File: config.mk
export PLATFORM = sky130hd
export DESIGN_NAME = scie_fir_sequencer
export DESIGN_NICKNAME = d
export VERILOG_FILES = /design/src/rtl/scie_fir_sequencer.sv
export SDC_FILE = /design/constraint.sdc
export NUM_CORES = 1
export LEC_CHECK = 0
export CAP_MARGIN = 20
export CORE_UTILIZATION = 39
export DETAILED_ROUTE_END_ITERATION = 8
export HOLD_SLACK_MARGIN = 0.1
export PLACE_DENSITY_LB_ADDON = 0.15
export RECOVER_POWER = 100
export SKIP_LAST_GASP = 1
export SLEW_MARGIN = 20
export SYNTH_ARGS = -nofsm -noshare
export SYNTH_HDL_FRONTEND = slang
export SYNTH_SLANG_ARGS = --single-unit
File: constraint.sdc
create_clock -name clock -period 2.4 [get_ports clock]
set_input_delay 0.24 -clock clock [delete_from_list [all_inputs] [get_ports clock]]
set_output_delay 0.24 -clock clock [all_outputs]
set_load 0.01 [all_outputs]
File: src/rtl/scie_fir_sequencer.sv
// Issue stage for the SCIE pipelined FIR accelerator: loads TAPS coefficients, then turns
// each sample into a push/read instruction pair and returns the accelerator's rd result.
module scie_fir_sequencer #(
  parameter int          TAPS    = 5,
  parameter int          XLEN    = 32,
  parameter logic [31:0] OP_COEF = 32'd11,
  parameter logic [31:0] OP_PUSH = 32'd43,
  parameter logic [31:0] OP_READ = 32'd91,
  parameter int          GAP     = 2,
  parameter int          RD_LAT  = 1
) (
  input  logic            clock,
  input  logic            reset,
  input  logic            clear,
  input  logic            cfg_valid,
  output logic            cfg_ready,
  input  logic [XLEN-1:0] cfg_coef,
  input  logic            in_valid,
  output logic            in_ready,
  input  logic [XLEN-1:0] in_data,
  output logic            out_valid,
  input  logic            out_ready,
  output logic [XLEN-1:0] out_data,
  output logic            coef_loaded,
  output logic            scie_valid,
  output logic [31:0]     scie_insn,
  output logic [XLEN-1:0] scie_rs1,
  output logic [XLEN-1:0] scie_rs2,
  input  logic [XLEN-1:0] scie_rd
);

  typedef enum logic [2:0] {
    S_LOAD, S_IDLE, S_PUSH, S_WAIT, S_READ, S_CAPT, S_HOLD
  } state_e;

  localparam int                IDX_W     = (TAPS > 1) ? $clog2(TAPS) : 1;
  localparam int                CNT_W     = 8;
  localparam logic [IDX_W-1:0]  IDX_LAST  = IDX_W'(TAPS - 1);
  localparam logic [CNT_W-1:0]  WAIT_INIT = (GAP > 1) ? CNT_W'(GAP - 2) : '0;
  localparam logic [CNT_W-1:0]  CAPT_INIT = (RD_LAT > 1) ? CNT_W'(RD_LAT - 2) : '0;

  state_e            state_q, state_d;
  logic [IDX_W-1:0]  idx_q, idx_d;
  logic [CNT_W-1:0]  cnt_q, cnt_d;
  logic              pend_q, pend_d;
  logic              loaded_q, loaded_d;
  logic              cfg_ready_q, cfg_ready_d;
  logic              in_ready_q, in_ready_d;
  logic              out_valid_q, out_valid_d;
  logic [XLEN-1:0]   out_data_q, out_data_d;
  logic              sv_q, sv_d;
  logic [31:0]       insn_q, insn_d;
  logic [XLEN-1:0]   rs1_q, rs1_d, rs2_q, rs2_d;

  logic cfg_fire, in_fire, out_fire;
  assign cfg_fire = cfg_valid & cfg_ready_q;
  assign in_fire  = in_valid & in_ready_q;
  assign out_fire = out_valid_q & out_ready;

  // scie_rd is sampled at the end of the RD_LAT-th cycle counting the read-issue cycle,
  // so accept edge -> out_valid is 1 + GAP + RD_LAT cycles.
  always_comb begin
    // NOTE: every next-state value gets a default first so no path can infer a latch.
    state_d     = state_q;
    idx_d       = idx_q;
    cnt_d       = cnt_q;
    pend_d      = pend_q;
    loaded_d    = loaded_q;
    out_valid_d = out_valid_q;
    out_data_d  = out_data_q;
    sv_d        = 1'b0;
    insn_d      = '0;
    rs1_d       = '0;
    rs2_d       = '0;

    if (clear && state_q != S_LOAD && state_q != S_IDLE) pend_d = 1'b1;

    unique case (state_q)
      S_LOAD: begin
        if (clear) begin
          idx_d    = '0;
          loaded_d = 1'b0;
        end else if (cfg_fire) begin
          sv_d   = 1'b1;
          insn_d = OP_COEF;
          rs1_d  = cfg_coef;
          rs2_d  = XLEN'(idx_q);
          if (idx_q == IDX_LAST) begin
            idx_d    = '0;
            loaded_d = 1'b1;
            state_d  = S_IDLE;
          end else begin
            idx_d = idx_q + IDX_W'(1);
          end
        end
      end
      S_IDLE: begin
        // An accepted sample is never dropped: a coincident clear is deferred until it completes.
        if (in_fire) begin
          sv_d    = 1'b1;
          insn_d  = OP_PUSH;
          rs1_d   = in_data;
          pend_d  = clear;
          state_d = S_PUSH;
        end else if (clear) begin
          idx_d    = '0;
          loaded_d = 1'b0;
          state_d  = S_LOAD;
        end
      end
      S_PUSH: begin
        if (GAP > 1) begin
          cnt_d   = WAIT_INIT;
          state_d = S_WAIT;
        end else begin
          sv_d    = 1'b1;
          insn_d  = OP_READ;
          state_d = S_READ;
        end
      end
      S_WAIT: begin
        if (cnt_q == '0) begin
          sv_d    = 1'b1;
          insn_d  = OP_READ;
          state_d = S_READ;
        end else begin
          cnt_d = cnt_q - CNT_W'(1);
        end
      end
      S_READ: begin
        if (RD_LAT > 1) begin
          cnt_d   = CAPT_INIT;
          state_d = S_CAPT;
        end else begin
          out_data_d  = scie_rd;
          out_valid_d = 1'b1;
          state_d     = S_HOLD;
        end
      end
      S_CAPT: begin
        if (cnt_q == '0) begin
          out_data_d  = scie_rd;
          out_valid_d = 1'b1;
          state_d     = S_HOLD;
        end else begin
          cnt_d = cnt_q - CNT_W'(1);
        end
      end
      S_HOLD: begin
        if (out_fire) begin
          out_valid_d = 1'b0;
          if (pend_q || clear) begin
            pend_d   = 1'b0;
            idx_d    = '0;
            loaded_d = 1'b0;
            state_d  = S_LOAD;
          end else begin
            state_d = S_IDLE;
          end
        end
      end
      default: state_d = S_LOAD;
    endcase

    cfg_ready_d = (state_d == S_LOAD);
    in_ready_d  = (state_d == S_IDLE);
  end

  // NOTE: sequential state uses non-blocking assignments only, so every register sees pre-edge values.
  always_ff @(posedge clock or negedge reset) begin
    if (!reset) begin
      state_q     <= S_LOAD;
      idx_q       <= '0;
      cnt_q       <= '0;
      pend_q      <= 1'b0;
      loaded_q    <= 1'b0;
      cfg_ready_q <= 1'b0;
      in_ready_q  <= 1'b0;
      out_valid_q <= 1'b0;
      out_data_q  <= '0;
      sv_q        <= 1'b0;
      insn_q      <= '0;
      rs1_q       <= '0;
      rs2_q       <= '0;
    end else begin
      state_q     <= state_d;
      idx_q       <= idx_d;
      cnt_q       <= cnt_d;
      pend_q      <= pend_d;
      loaded_q    <= loaded_d;
      cfg_ready_q <= cfg_ready_d;
      in_ready_q  <= in_ready_d;
      out_valid_q <= out_valid_d;
      out_data_q  <= out_data_d;
      sv_q        <= sv_d;
      insn_q      <= insn_d;
      rs1_q       <= rs1_d;
      rs2_q       <= rs2_d;
    end
  end

  assign cfg_ready   = cfg_ready_q;
  assign in_ready    = in_ready_q;
  assign out_valid   = out_valid_q;
  assign out_data    = out_data_q;
  assign coef_loaded = loaded_q;
  assign scie_valid  = sv_q;
  assign scie_insn   = insn_q;
  assign scie_rs1    = rs1_q;
  assign scie_rs2    = rs2_q;

endmodule

# [Word level (Yosys, flattened, before mapping)]
# Cells that the tools add are included.
[totals] in_bits=102 reg_bits=148
[classes] add_sub_neg=2 n_eq_ne=17 n_reduce_logical=17 mux=55 bitwise=3
[op_table] op="2-to-1 mux 32 bit" count=4
[op_table] op="case mux 32 bit (2 select lines)" count=2
[op_table] op="2-to-1 mux 3 bit" count=18
[op_table] op="case mux 3 bit (7 select lines)" count=1
[op_table] op="case mux 7 bit (3 select lines)" count=1
[op_table] op="2-to-1 mux 1 bit" count=18
[op_table] op="case mux 8 bit (2 select lines)" count=1
[op_table] op="== test 3 bit, second input constant" count=4
[op_table] op="!= test 2 bit, second input constant" count=6
[op_table] op="case mux 1 bit (3 select lines)" count=3
[op_table] op="case mux 3 bit (3 select lines)" count=1
[op_table] op="nonzero test 3 bit" count=3
[op_table] op="zero test 8 bit" count=1
[op_table] op="2-to-1 mux 4 bit" count=2
[op_table] op="2-to-1 mux 8 bit" count=1
[op_table] op="subtractor 8 x 1 -> 8 bit, second input constant" count=1
[op_table] op="2-to-1 mux 7 bit" count=1
[op_table] op="AND reduction 7 bit" count=1
[op_table] op="== test 3 x 1 -> 1 bit, second input constant" count=2
[op_table] op="== test 3 x 2 -> 1 bit, second input constant" count=2
[op_table] op="zero test 3 bit" count=2
[op_table] op="2-to-1 mux 6 bit" count=1
[op_table] op="!= test 3 bit, second input constant" count=2
[op_table] op="AND reduction 6 bit" count=1
[op_table] op="other kinds (10)" count=15

# [Depth between registers and ports, before layout]
# Gate-level depths: netlist of the first run.
[logic_depth] depth_word=7 mapped_depth=8 mapped_depth_nobuf=6

# [Worst setup path before layout of the first run]
# OpenSTA, ideal clock, no wires.
[synth_path] path_type="register to register" startpoint="register cnt_q[0]" endpoint="register out_data_q[10], in the netlist out_data[10]" path_stages_with_launch=9 synth_period_minus_slack_ns=1.970 arrival_time_ns=1.845 required_time_ns=2.275 n_path_buf=2 setup_slack_ns=0.430 path_cell_list="dfrtp_1 > inv_1 > ha_1 > nor3b_1 > and2_0 > buf_4 > o21ai_4 > buf_6 > mux2_4"
[synth_between] elab_chain_cells=3
[synth_lines] element="start: declaration" line_no="44" text="logic [CNT_W-1:0] cnt_q, cnt_d;"
[synth_lines] element="start signal: assignment" line_no="188" text="cnt_q <= cnt_d;"
[synth_lines] element="zero test 8 bit" line_no="141" text="if (cnt_q == '0) begin"
[synth_lines] element="!= test 2 bit (no line)"
[synth_lines] element="AND reduction 2 bit (no line)"
[synth_lines] element="end signal: assignment" line_no="194" text="out_data_q <= out_data_d;"
[synth_lines] element="end: declaration" line_no="50" text="logic [XLEN-1:0] out_data_q, out_data_d;"
# No other way between the ends.
# A chain may end at the register's enable or synchronous reset.

# [Worst setup path in the final report of the first run]
[layout_path] startpoint="register cnt_q[0]" endpoint="register cfg_ready_q, in the netlist cfg_ready"
[layout_between] elab_chain_cells=4
[layout_lines] element="zero test 8 bit *" line_no="122, 141"
[layout_lines] element="2-to-1 mux 3 bit, on equally long branches" line_no="141, 122"
[layout_lines] element="case mux 3 bit (7 select lines) *" line_no="78" text="unique case (state_q)"
[layout_lines] element="zero test 3 bit *" line_no="165" text="cfg_ready_d = (state_d == S_LOAD);"
[layout_lines] element="net cfg_ready_d" line_no="47" text="logic cfg_ready_q, cfg_ready_d;"
[layout_lines] element="end signal: assignment" line_no="191" text="cfg_ready_q <= cfg_ready_d;"
[layout_lines] element="end: declaration" line_no="47"
# Mark *: on every way through the listed nets, which the timed path passes. The rest lies on a longest branch.

==> results by group, run 1 <==
Place
  • Detail Placement HPWL: 8150 µm
  • GP Congestion: 0.894
  • DP Worst Slack: 0.178 ns
  • IO Port Bufs: about 180
  • Placed Area: slightly above 6000 µm²
  • Placed instance count: ~660

Critical path
  • Reg2reg setup slack: between 0.3 and 0.4 ns
  • CP Max Fanout: 13
  • Type of origin of the critical path: flop
  • Critical path cell sequence: inv_1, ha_1, nor3b_2, and3_1, nor2_1, a2111oi_2
  • Number of cells on the worst reg-to-reg path: 6
  • Crit path required time: around 2.7 ns
  • CP arrival: about 2.3 ns
  • Setup CP Type: flop to flop
  • Crit. End Element: flop
  • CP max stage delay: roughly 0.48 ns
  • CP max-delay cell: and3_1
  • Count of buffer and inverter cells on the critical path: 1
  • R2R Path Start: cnt_q[0]
  • Crit path max-delay family: simple AND/OR/NAND/NOR gates
  • RR Endpoint: cfg_ready

Timing
  • Crit path setup slack, layout: between 0.3 and 0.4 ns
  • Clock Skew: around 0.015 ns
  • Final setup violation count: 0
  • Relative slew slack: approximately a third
  • Highest Clock Rate: between 0.4 and 0.5 GHz
  • Tcrit/Tclk final: between 80 and 90%
  • Worst-Margin Slew: between 0.9 and 1 ns
  • Minimum clock period: roughly 2.1 ns
  • Max-slew violations: 0
  • Setup_tns: 0 ns
  • Hold slack: about 0.47 ns
  • Final hold vios: 0
  • Unrepaired setup endpoints after global routing: no

Routing
  • Post-Route WL: around 11000 µm
  • Wirelength per Cell: between 15 and 20 µm
  • 1st-iter DRT viols: 254
  • Number of detailed-routing iterations run before antenna repair: 4
  • # DRC: 0
  • DR vias: ~3.3k
  • Vias/cell: between 4 and 5
  • Antenna viol nets, final: 0

Logic synthesis
  • Yosys cell types: 54
  • Seq cells post-synth: 89
  • Synth warnings: 0
  • Post-synthesis cell area: 4380 µm²
  • Synth Area in Compound Gates: between 10 and 15%
  • Syn Area/Cell: 12.4 µm²
  • Synth Area in XOR/XNOR: 0%
  • Synth area leader: dfrtp_1
  • Sequential fraction of the synthesis area: 50.9%
  • Mapped Cells: around 350
  • Post-Synth Simple-Gate Area: about a tenth
  • Yosys top cell area share: slightly above 50%
  • Synth area leaders: dfrtp_1, buf_4, mux2_4
  • Post-synthesis adder-cell area fraction: less than 1%
  • FFs w/ async S/R, synth: between 90% and 100%
  • Synth cell count leaders: dfrtp_1, buf_4, a22o_1
  • Largest family of logic cells by synthesized area: compound AO/OA/AOI/OAI gates
  • Post-synth EDFFs: 0
  • Count leader, synth: dfrtp_1
  • Mux share of post-synthesis cell area: between 10% and 20%
  • Main flop type after synthesis: dfrtp_1

GRT
  • Initial antenna violation count: 0
  • First-pass GRT wire length: around 17000 µm
  • GR peak layer: met2
  • GR Util met3: around 4.3%
  • Gr ovfl total: 0
  • Met1 Track Usage GR: 25.7%
  • Met2 Use GR: 29.9%
  • Gr usage total: about a fifth
  • Vias in the first global route: 3081
  • Largest net degree at the start of global routing: just over 40

Floorplan
  • Num ports: 235
  • Core footprint: about 11000 µm²
  • Die Y: roughly 110 µm
  • Initial core utilization: slightly above 40%
  • Site Rows: 38
  • Die Footprint: roughly 12000 µm²
  • Die W: between 100 and 150 µm

Pwr
  • Total power: roughly 5.9 mW
  • Peak supply drop: 0.000486 V
  • LEAKAGE: between 2 and 3 nW
  • Power Dens Cells: about 940 nW/µm²

Job
  • Max_cap viols: 0

Clock network
  • CTS Buffer Depth: 2
  • Postcts setup bufs: 0
  • CTS tree: built
  • Total clock buffers created by CTS: 9
  • Root Buffer: clkbuf_8
  • Sink Count: between 80 and 90
  • H-tree depth: 3
  • Clock slew at the register clock pins of the worst setup and hold paths: around 0.10 ns
  • Clk Latency, worst-skew pair: around 0.36 ns

Hold path
  • Worst Hold Endpoint: out_data[7]
  • WHS Path Cells: 2
  • Hold Crit Start: scie_rd[7]
  • Worst hold path type: primary input to flop

Final layout
  • Layout cells sized above 1: 7.04%
  • Ant. Diodes: 0
  • Finished Layout Cells: just under 700
  • Sequential cell area: about 2200 µm²
  • Fillcell total: about 950
  • Area occupied by multi-input gates: ~1700 µm²
  • NumNets Final: 640
  • Design area: around 6200 µm²
  • Core Util, Final: 57.0%
  • Layout area overhead: 41.8%

Run status
  • Outcome: finished clean
sequential cells by signal, indices dropped and copies added, names as in the netlist:
name,cells
idx_q,3
state_q,3
out_valid,1
out_data,32
cnt_q,8
cfg_ready,1
coef_loaded,1
scie_insn,3
scie_rs1,32
pend_q,1
scie_rs2,3
in_ready,1
per-layer routing:
layer	vias to the layer above	part of all wire (%)
met1	1608	43
met5	-	0
met3	6	7.4
met4	0	0.77
li1	1530	-
met2	166	49
kinds of logic after synthesis:
| logic type | Yosys count |
|---|---|
| compound gates | 73 |
| buf+inv | 85 |
| mux | 35 |
| flops | 89 |
| simple gates | 68 |
| fa+ha+maj | 3 |
| other cells | 1 |
repair_timing:
item,in CTS,in global routing
setup endpoints to repair,0,30
hold buffers,1,0
hold endpoints to repair,38,0
gates resized for setup,0,2
worst register-to-register path, delay by kind of cell, from the launching register on:
kind            cells  cell delay [ns]
compound gates      1             0.35
simple gates        3             0.90
fa+ha+maj           1             0.18
buf+inv             1             0.11
flops               1             0.45
layout make-up:
| cell class | instances | share of cell area (%) |
|---|---|---|
| repair buffers | 192 | 30.6 |
| clock buffers | 11 | 2.44 |
| flip-flops and latches | 89 | 35.9 |
| inverters | 9 | 0.544 |
| well taps | 140 | 2.82 |
| clock inverters | 5 | 1.01 |
| multi-input cells | 234 | 26.7 |
worst max path at each step:
stage                              end  slack (ns)  depth (start not counted)  startpoint
after global placement    out_data[14]        0.30                          7    cnt_q[0]
after floorplan           out_data[10]        0.43                          8    cnt_q[0]
final                        cfg_ready        0.31                          6    cnt_q[0]
after detailed placement     cfg_ready        0.18                          6    cnt_q[0]
after global routing         cfg_ready        0.09                          6    cnt_q[0]
after CTS                    cfg_ready        0.16                          6    cnt_q[0]
placed cells by master, fill, tap and decap left out, drive strengths merged, types with 6 or more instances in the layout:
master / count
nor2: 6
conb: 55
inv: 9
nor4: 6
clkbuf: 16
a21oi: 7
nand2: 10
clkdlybuf4s50: 100
nand3: 6
and2: 7
mux2: 32
o21ai: 6
dlygate4sd3: 79
dfrtp: 89
buf: 8
a22o: 35
nand2b: 6
where the power goes:
group          total, mW  internal, mW  switching, mW
clock network       1.09         0.546          0.546
logic               2.48          1.33           1.15
registers           2.29          1.97          0.316
total               5.86          3.84           2.01
(Power assumes the default switching activity.)
==> inputs of run 2 (changes only) <==
--- a/config.mk
+++ b/config.mk
@@ -8,9 +8,11 @@
 export CAP_MARGIN = 20
 export CORE_UTILIZATION = 39
 export DETAILED_ROUTE_END_ITERATION = 8
+export GPL_TIMING_DRIVEN = 0
 export HOLD_SLACK_MARGIN = 0.1
 export PLACE_DENSITY_LB_ADDON = 0.15
 export RECOVER_POWER = 100
+export REMOVE_ABC_BUFFERS = 1
 export SKIP_LAST_GASP = 1
 export SLEW_MARGIN = 20
 export SYNTH_ARGS = -nofsm -noshare
==> results by group, run 2 (synthesis results as in run 1) <==
Run status
  • Outcome: finished with violations (was finished clean)
  • Violated checks: max-capacitance violations, max-slew violations

Floorplan
  • Initial core utilization: 40.2% (unchanged)
  • Die Y: 108 µm (unchanged)
  • Die W: 108 µm (unchanged)
  • Site Rows: 38 (unchanged)
  • Num ports: 235 (unchanged)
  • Die Footprint: 11700 µm² (unchanged)
  • Core footprint: 10900 µm² (unchanged)

Timing
  • Highest Clock Rate: 0.450 GHz (was 0.479 GHz)
  • Unrepaired setup endpoints after global routing: no (unchanged)
  • Final setup violation count: 0 (unchanged)
  • Minimum clock period: 2.22 ns (was 2.09 ns)
  • Worst-Margin Slew: 1.60 ns (was 0.984 ns)
  • Final hold vios: 0 (unchanged)
  • Crit path setup slack, layout: 0.176 ns (was 0.311 ns)
  • Relative slew slack: -6.42% (was 34.4%)
  • Tcrit/Tclk final: 92.7% (was 87.0%)
  • Max-slew violations: 33 (was 0)
  • Clock Skew: 0.00619 ns (was 0.0146 ns)

Critical path
  • Reg2reg setup slack: 0.18 ns (was 0.31 ns)
  • Number of cells on the worst reg-to-reg path: 5 (was 6)
  • CP arrival: 2.47 ns (was 2.34 ns)
  • Crit path required time: 2.64 ns (was 2.65 ns)
  • CP Max Fanout: 35 (was 13)
  • Setup CP Type: flop to flop (unchanged)
  • R2R Path Start: state_q[2] (was cnt_q[0])
  • Crit. End Element: flop (unchanged)
  • RR Endpoint: pend_q (was cfg_ready)
  • Type of origin of the critical path: flop (unchanged)

Clock network
  • CTS tree: built (unchanged)
  • CTS Buffer Depth: 2 (unchanged)
  • Total clock buffers created by CTS: 9 (unchanged)
  • Clk Latency, worst-skew pair: 0.35 ns (was 0.36 ns)
  • H-tree depth: 3 (unchanged)
  • Clock slew at the register clock pins of the worst setup and hold paths: 0.09 ns (was 0.10 ns)
  • Sink Count: 89 (unchanged)
  • Root Buffer: clkbuf_8 (unchanged)

GRT
  • Gr ovfl total: 0 (unchanged)
  • Gr usage total: 18.3% (was 18.9%)
  • Largest net degree at the start of global routing: 58 (was 41)
  • First-pass GRT wire length: 16400 µm (was 16600 µm)
  • Initial antenna violation count: 0 (unchanged)
  • Vias in the first global route: 3020 (was 3081)

Routing
  • 1st-iter DRT viols: 124 (was 254)
  • Antenna viol nets, final: 0 (unchanged)
  • Number of detailed-routing iterations run before antenna repair: 4 (unchanged)
  • Vias/cell: 4.83 (was 4.87)
  • Post-Route WL: 10700 µm (about the same)
  • Wirelength per Cell: 15.9 µm (was 15.8 µm)
  • # DRC: 0 (unchanged)
  • DR vias: 3250 (was 3310)

Final layout
  • Core Util, Final: 57.4% (was 57.0%)
  • Layout area overhead: 42.6% (was 41.8%)
  • Fillcell total: 968 (was 945)
  • Most frequent cells in the layout: clkdlybuf4s50_1, dfrtp_1, dlygate4sd3_1 (unchanged)
  • Layout cells sized above 1: 7.69% (was 7.04%)
  • NumNets Final: 633 (was 640)
  • Most common cell after layout, fill and taps aside: clkdlybuf4s50_1 (unchanged)
  • Ant. Diodes: 0 (unchanged)

Pwr
  • Peak supply drop: 0.000451 V (was 0.000486 V)
  • Power Dens Cells: 961 nW/µm² (was 943 nW/µm²)
  • LEAKAGE: 2.92 nW (was 2.90 nW)

Hold path
  • Worst hold path type: primary input to flop (unchanged)
  • Worst Hold Endpoint: out_data[10] (was out_data[7])
  • WHS Path Cells: 2 (unchanged)
  • Hold Crit Start: scie_rd[10] (was scie_rd[7])

Place
  • DP Worst Slack: -0.402 ns (was 0.178 ns)
  • GP Congestion: 0.788 (was 0.894)
  • IO Port Bufs: 179 (unchanged)
  • Detail Placement HPWL: 8100 µm (was 8150 µm)

Job
  • Max_cap viols: 1 (was 0)
## run 2: cell types whose count changed in the layout (fill, tap and decap cells not counted), sizes merged
cell	previous run	this run
clkinvlp	1	0
bufinv	1	3
inv	9	10
buf	8	5
clkbuf	16	9
dlygate4sd2	0	1
## run 2: where the power goes
part / switching, mW / internal, mW / leakage (nW)
Combinational: 1.12 / 1.33 / 1.66
Sequential: 0.351 / 1.97 / 1.14
Clock: 0.534 / 0.694 / 0.124
## run 2: worst max-delay path by stage
stage                     startpoint  cells after the start           end  slack (ns)
after floorplan             cnt_q[0]                      6   out_data[0]       -0.17
after global placement         reset                      1  out_data[19]       -2.24
after detailed placement  state_q[2]                      4  scie_insn[3]       -0.40
after CTS                   cnt_q[0]                      7   out_data[5]        0.03
after global routing           reset                      2    state_q[1]        0.04
final                     state_q[2]                      5        pend_q        0.18
## run 2: what timing repair did
action / CTS / global route
endpoints found under the setup margin: 68 / 35
resized for setup: 2 / 4
pin swaps: 1 / 0
buffers inserted: 1 / 0
hold endpoints to repair: 32 / 0
hold buffers: 1 / 0
## run 2: cell type report
class / count / area (µm²) / area share, %
sequential: 89 / 2230 / 35.7
tap: 140 / 175 / 2.80
clock buffer: 9 / 124 / 1.98
inverter: 9 / 33.8 / 0.541
timing repair buffer: 185 / 1870 / 30.0
multi-input combinational: 234 / 1690 / 27.1
clock inverter: 7 / 118 / 1.88
## run 2: critical path, stage by stage, from the launching register on
cell and delay (ns):
dfrtp_1 0.62, and4bb_2 0.45, nand2_1 0.11, inv_2 0.53, o21ai_0 0.19, a22o_1 0.21
## run 2: routing by layer
metal  vias to the layer above  share of wire [%]  GRT usage [%]
met2                       153                 50           30.3
li1                       1517                  -              -
met1                      1569                 41           23.5
met5                         -                  0              0
met3                        11                7.7           4.52
met4                         0                1.0           6.07
## run 2: through the flow
step / hold WS (ns) / instance area, µm² / power [mW] / setup TNS, ns / instances
2_1_floorplan: -0.0556 / 4040 / 3.86 / -3.38 / 332
3_3_place_gp: 0.479 / 6000 / 5.11 / -226.71 / 651
3_5_place_dp: 0.152 / 6080 / 5.21 / -15.35 / 655
4_1_cts: 0.318 / 6350 / 6.49 / 0 / 673
5_1_grt: 0.459 / 6250 / 6.40 / 0 / 673
6_report: 0.472 / 6250 / 6.00 / 0 / 673
==> inputs of run 3 (changes only) <==
--- a/config.mk
+++ b/config.mk
@@ -8,6 +8,7 @@
 export CAP_MARGIN = 20
 export CORE_UTILIZATION = 39
 export DETAILED_ROUTE_END_ITERATION = 8
+export GPL_ROUTABILITY_DRIVEN = 0
 export GPL_TIMING_DRIVEN = 0
 export HOLD_SLACK_MARGIN = 0.1
 export PLACE_DENSITY_LB_ADDON = 0.15
==> results of run 3 <==
Final layout, timing and power as in run 2 (identical DEF).
